## config.mk

```make
export PLATFORM = sky130hd
export DESIGN_NAME = jtag_shift_transmitter
export DESIGN_NICKNAME = d
export VERILOG_FILES = /design/src/rtl/jtag_shift_transmitter.sv
export SDC_FILE = /design/constraint.sdc
export NUM_CORES = 1
export LEC_CHECK = 0
export CAP_MARGIN = 20
export CORE_UTILIZATION = 45
export CTS_CLUSTER_DIAMETER = 120
export DETAILED_ROUTE_END_ITERATION = 16
export PLACE_DENSITY = 0.83
export SETUP_SLACK_MARGIN = 0.1
export SLEW_MARGIN = 20
export SYNTH_ARGS = -nofsm -noshare
export SYNTH_HDL_FRONTEND = slang
export SYNTH_SLANG_ARGS = --single-unit
```

## constraint.sdc

```tcl
create_clock -name clk -period 2.55 [get_ports clk]
set_input_delay 0.51 -clock clk [delete_from_list [all_inputs] [get_ports clk]]
set_output_delay 0.51 -clock clk [all_outputs]
set_load 0.02 [all_outputs]
```

## src/rtl/jtag_shift_transmitter.sv

```systemverilog
// JTAG data-register TDO serialiser: loads a WIDTH-bit word and shifts it out while shifting TDI in,
// all state on the falling edge of clk. Define JTAG_TX_PARITY_EN to append an odd-parity bit.
module jtag_shift_transmitter #(
    parameter int unsigned  WIDTH     = 32,
    parameter bit           LSB_FIRST = 1'b0,
`ifdef JTAG_TX_PARITY_EN
    localparam int unsigned TOTAL     = WIDTH + 1,
`else
    localparam int unsigned TOTAL     = WIDTH,
`endif
    localparam int unsigned CNT_W     = $clog2(TOTAL + 1)
) (
    input  logic             clk,
    input  logic             reset,
    input  logic             load,
    input  logic [WIDTH-1:0] data_in,
    input  logic             shift_en,
    input  logic             tdi,
    output logic             out,
    output logic             busy,
    output logic             done,
    output logic [WIDTH-1:0] rx_data,
    output logic [CNT_W-1:0] bits_sent
);

    typedef enum logic [1:0] {
        ST_IDLE,
        ST_LOADED,
        ST_SHIFT,
        ST_DONE
    } state_t;

    state_t             state_q, state_d;
    logic [WIDTH-1:0]   sr_q, sr_d;
    logic [WIDTH-1:0]   rx_q, rx_d;
    logic [CNT_W-1:0]   cnt_q, cnt_d;
    logic               out_q, out_d;
    logic               busy_q, busy_d;
    logic               done_q, done_d;
`ifdef JTAG_TX_PARITY_EN
    logic               par_q, par_d;
`endif

    logic               tx_bit_c;
    logic [WIDTH-1:0]   sr_shift_c;

    // Outgoing bit leaves one end; tdi fills the vacated position at the other end.
    assign tx_bit_c   = LSB_FIRST ? sr_q[0] : sr_q[WIDTH-1];
    assign sr_shift_c = LSB_FIRST ? {tdi, sr_q[WIDTH-1:1]} : {sr_q[WIDTH-2:0], tdi};

    always_comb begin
        state_d = state_q;
        sr_d    = sr_q;
        rx_d    = rx_q;
        cnt_d   = cnt_q;
        out_d   = out_q;
        busy_d  = busy_q;
        done_d  = 1'b0;
`ifdef JTAG_TX_PARITY_EN
        par_d   = par_q;
`endif
        // A load restarts the word from any state except the one-cycle DONE pulse.
        if (load && (state_q != ST_DONE)) begin
            sr_d    = data_in;
            cnt_d   = '0;
            out_d   = 1'b0;
            busy_d  = 1'b0;
            state_d = ST_LOADED;
`ifdef JTAG_TX_PARITY_EN
            par_d   = ~^data_in;
`endif
        end else begin
            case (state_q)
                ST_IDLE: begin
                    out_d = 1'b0;
                end
                ST_LOADED: begin
                    if (shift_en) begin
                        out_d   = tx_bit_c;
                        sr_d    = sr_shift_c;
                        cnt_d   = CNT_W'(1);
                        busy_d  = 1'b1;
                        state_d = ST_SHIFT;
                    end
                end
                ST_SHIFT: begin
                    if (shift_en) begin
                        if (cnt_q == CNT_W'(TOTAL)) begin
                            out_d   = 1'b0;
                            busy_d  = 1'b0;
                            done_d  = 1'b1;
                            rx_d    = sr_q;
                            state_d = ST_DONE;
`ifdef JTAG_TX_PARITY_EN
                        end else if (cnt_q == CNT_W'(WIDTH)) begin
                            // Parity slot: the tdi bit of this cycle is dropped.
                            out_d = par_q;
                            cnt_d = cnt_q + CNT_W'(1);
`endif
                        end else begin
                            out_d = tx_bit_c;
                            sr_d  = sr_shift_c;
                            cnt_d = cnt_q + CNT_W'(1);
                        end
                    end
                end
                ST_DONE: begin
                    out_d   = 1'b0;
                    state_d = ST_IDLE;
                end
                default: begin
                    state_d = ST_IDLE;
                end
            endcase
        end
    end

    // Falling-edge update keeps TDO stable across the rising TCK sample point.
    always_ff @(negedge clk) begin
        if (reset) begin
            state_q <= ST_IDLE;
            sr_q    <= '0;
            rx_q    <= '0;
            cnt_q   <= '0;
            out_q   <= 1'b0;
            busy_q  <= 1'b0;
            done_q  <= 1'b0;
`ifdef JTAG_TX_PARITY_EN
            par_q   <= 1'b0;
`endif
        end else begin
            state_q <= state_d;
            sr_q    <= sr_d;
            rx_q    <= rx_d;
            cnt_q   <= cnt_d;
            out_q   <= out_d;
            busy_q  <= busy_d;
            done_q  <= done_d;
`ifdef JTAG_TX_PARITY_EN
            par_q   <= par_d;
`endif
        end
    end

    assign out       = out_q;
    assign busy      = busy_q;
    assign done      = done_q;
    assign rx_data   = rx_q;
    assign bits_sent = cnt_q;

endmodule

```

==> flow_summary.toml <==
[power]
p_per_area_nw_per_um2 = 568
internal-power_uw = 2110
fin_total_pwr_uw = 3650
p_comb_share_pct = 15.1
leakage_uw = 0.00282
swShare_pct = 42.1
pwr-share-seq_pct = 36.2
vdd_drop_max_uv = 684
pwr-share-clk_pct = 48.7
switchingPower_uw = 1540

[yosys]
ys_seq_elements = 75
syn_nets = 401
yosysWarnings = 0
yosysUniqueCellTypes = 34
synth.avg_cell_area_um2 = 8.76
syn_inst = 362
netlist_area_um2 = 3170
synth-seq-area-share_pct = 47.3

[finish]
nNetsFinal = 619
n_antenna_cell = 0
final_cell_area_um2 = 6430
drive_gt1_share_pct = 54.4
syn2layout_area_growth_pct = 103
fin_util_pct = 94.6
nFillCells = 183
layout_commonest_cell = "inv_1"
final_cell_mix = "inv_1, buf_6, nand2_1"

[critical_path]
crit_path_top_delay_cell = "dfxtp_2"
rr_startpoint = "bits_sent[3]"
crit_chain = "buf_6"
cp_top_family = "flip-flops"
rrSetupSlack_ns = 0.27
worst-path-buf-inv = 1
worstPathArrival_ns = 2.37
critical_path_class = "reg2out"
endpoint_kind = "output port"
critPathMaxStageDelay_ns = 0.41
rr_worst_depth = 6
cp_max_fo = 2
critPathLaunchType = "flop"
timing.rr.end = "rx_data[13]"
required_ns = 2.04

[sta]
worst_pin_slew_ns = 0.556
report.final.hold_viol_count = 0
slew_violations = 0
skew_ns = 0.165
max_slew_margin_pct = 62.9
layout_setup_ws_ns = -0.328
rsz0062_at_grt = "true"
setup_violations = 109

[global_route]
grt_pass1_vias = 4194
gr-total-overflow = 0
grt_max_degree = 30
grt_usage_pct = 38.7
antenna_found_initial = 2
grt_pass1_wl_um = 21600

[clocking]
htreeDepth = 3
clk_pin_slew_ns = 0.26
cts_tree = "built"
clkSinkCount = 75
holdBufCountCts = 0
clk_path_buf_depth = 2
cts_buffers = 9
clock_latency_ns = 0.57
root_buffer = "clkbuf_8"

[detailed_routing]
num_vias = 4529
avgRoutedWirePerCell_um = 28.9
routed_wl_um = 19700
drc = 0
viasPerCell = 6.65
drtAntennaViolNets = 0
first_iter_violations = 628
dr.pass1.iters = 6

[placement]
placed_cell_area_um2 = 4200
io_buffers = 77
gp_congestion = 0.864
pre_cts_ws_ns = -0.849
post-dp-hpwl_um = 5580

[min_path]
whs_path_depth = 2
hp-class = "reg2reg"
whs_endpoint = "rx_data[26]"
min-delay-start = "rx_data[26]"

[die]
fp-row-count = 30
ios = 78
die_area_um2 = 7390
start_util_pct = 46.7
core_um2 = 6790
die_x_um = 86.0
die_h_um = 86.0

[outcome]
violations = "setup timing"
outcome = "finished, violations left"

[run]
maxCapViolations = 0
kinds of logic (layout without fill, tap and decap cells):
group                    after synthesis  after routing  share of synthesized area [%]
AO/OA/AOI/OAI                        116            116                           21.8
XOR/XNOR                               1              1                          0.276
adder cells (fa/ha/maj)                2              2                          0.789
buffers and inverters                 36            259                           5.56
flip-flops                            75             75                           47.3
multiplexers                          32             32                           10.1
AND/OR/NAND/NOR                      100            100                           14.1
final cells by class:
type	count	area [µm²]	share of cell area, %
inverter	4	15.0	0.234
multi-input combinational	251	2320	36.0
sequential	75	1550	24.2
clock inverter	82	347	5.39
timing repair buffer	164	1950	30.4
clock buffer	9	124	1.93
tap	96	120	1.87
power groups by stage:
stage               clock network (µW)  registers (µW)  logic (µW)
floorplan                          181            1280         165
global placement                   181            1280         263
detailed placement                 181            1290         269
CTS                               1440            1280         422
global route                      1870            1320         558
finish                            1780            1320         550
cell usage after synthesis:
library cell | number | share of area, %
o21ai_1 | 1 | 0.16
or2_2 | 1 | 0.20
o2bb2ai_1 | 1 | 0.28
o21ai_0 | 3 | 0.47
nand4_1 | 2 | 0.39
nand3b_1 | 2 | 0.47
a21boi_1 | 1 | 0.24
buf_2 | 15 | 2.4
nor2b_1 | 3 | 0.59
dfxtp_1 | 75 | 47
nand2_1 | 71 | 8.4
nor4_2 | 1 | 0.39
ha_1 | 2 | 0.79
nor3_2 | 1 | 0.32
nor2_1 | 5 | 0.59
o311ai_2 | 1 | 0.51
a31oi_1 | 1 | 0.20
and2_1 | 4 | 0.79
nor3_1 | 1 | 0.16
inv_1 | 5 | 0.59
a21oi_1 | 71 | 11
or3_4 | 1 | 0.36
clkbuf_1 | 13 | 1.5
nand3_1 | 4 | 0.63
or2_0 | 1 | 0.20
a211oi_1 | 34 | 8.0
a22oi_1 | 2 | 0.47
and3_1 | 1 | 0.20
mux2i_1 | 32 | 10
buf_6 | 3 | 1.1
or4_1 | 1 | 0.24
xor2_1 | 1 | 0.28
or3_1 | 1 | 0.20
o21bai_1 | 1 | 0.24
through the flow:
step,cells,hold WS (ns),setup TNS (ns)
after CTS,662,0.458,-5.11
after detailed placement,533,0.449,-61.54
after global routing,681,0.486,-15.01
after floorplan,362,0.444,-25.45
final,681,0.468,-13.45
after global placement,533,0.445,-59.37
layer usage:
layer / global-route usage, % / vias to the layer above / part of all wire [%]
li1: - / 1721 / -
met1: 45.1 / 2082 / 35
met2: 61.8 / 511 / 43
met3: 11.1 / 211 / 13
met4: 25.9 / 4 / 9.2
met5: 0 / - / 0.16
state kept, by name, indices dropped and copies added (netlist names):
name,flops
rx_data,32
sr_q,32
bits_sent,6
state_q,2
busy,1
done,1
out,1
worst max path at each step:
stage | end | slack, ns | depth (start not counted) | startpoint
after floorplan | rx_data[0] | -0.40 | 7 | shift_en
after global placement | rx_data[0] | -0.77 | 5 | load
after CTS | rx_data[24] | -0.12 | 1 | rx_data[24]
after detailed placement | rx_data[1] | -0.85 | 6 | load
after global routing | rx_data[10] | -0.34 | 8 | load
final | bits_sent[3] | -0.33 | 1 | bits_sent[3]
repair_timing:
action	4_1_cts	5_1_grt
buffers inserted	27	19
resized for setup	409	114
endpoints found under the setup margin	116	114
pin swaps	53	33
cloned	12	3
Note: power is estimated with default switching activity, not from simulation.
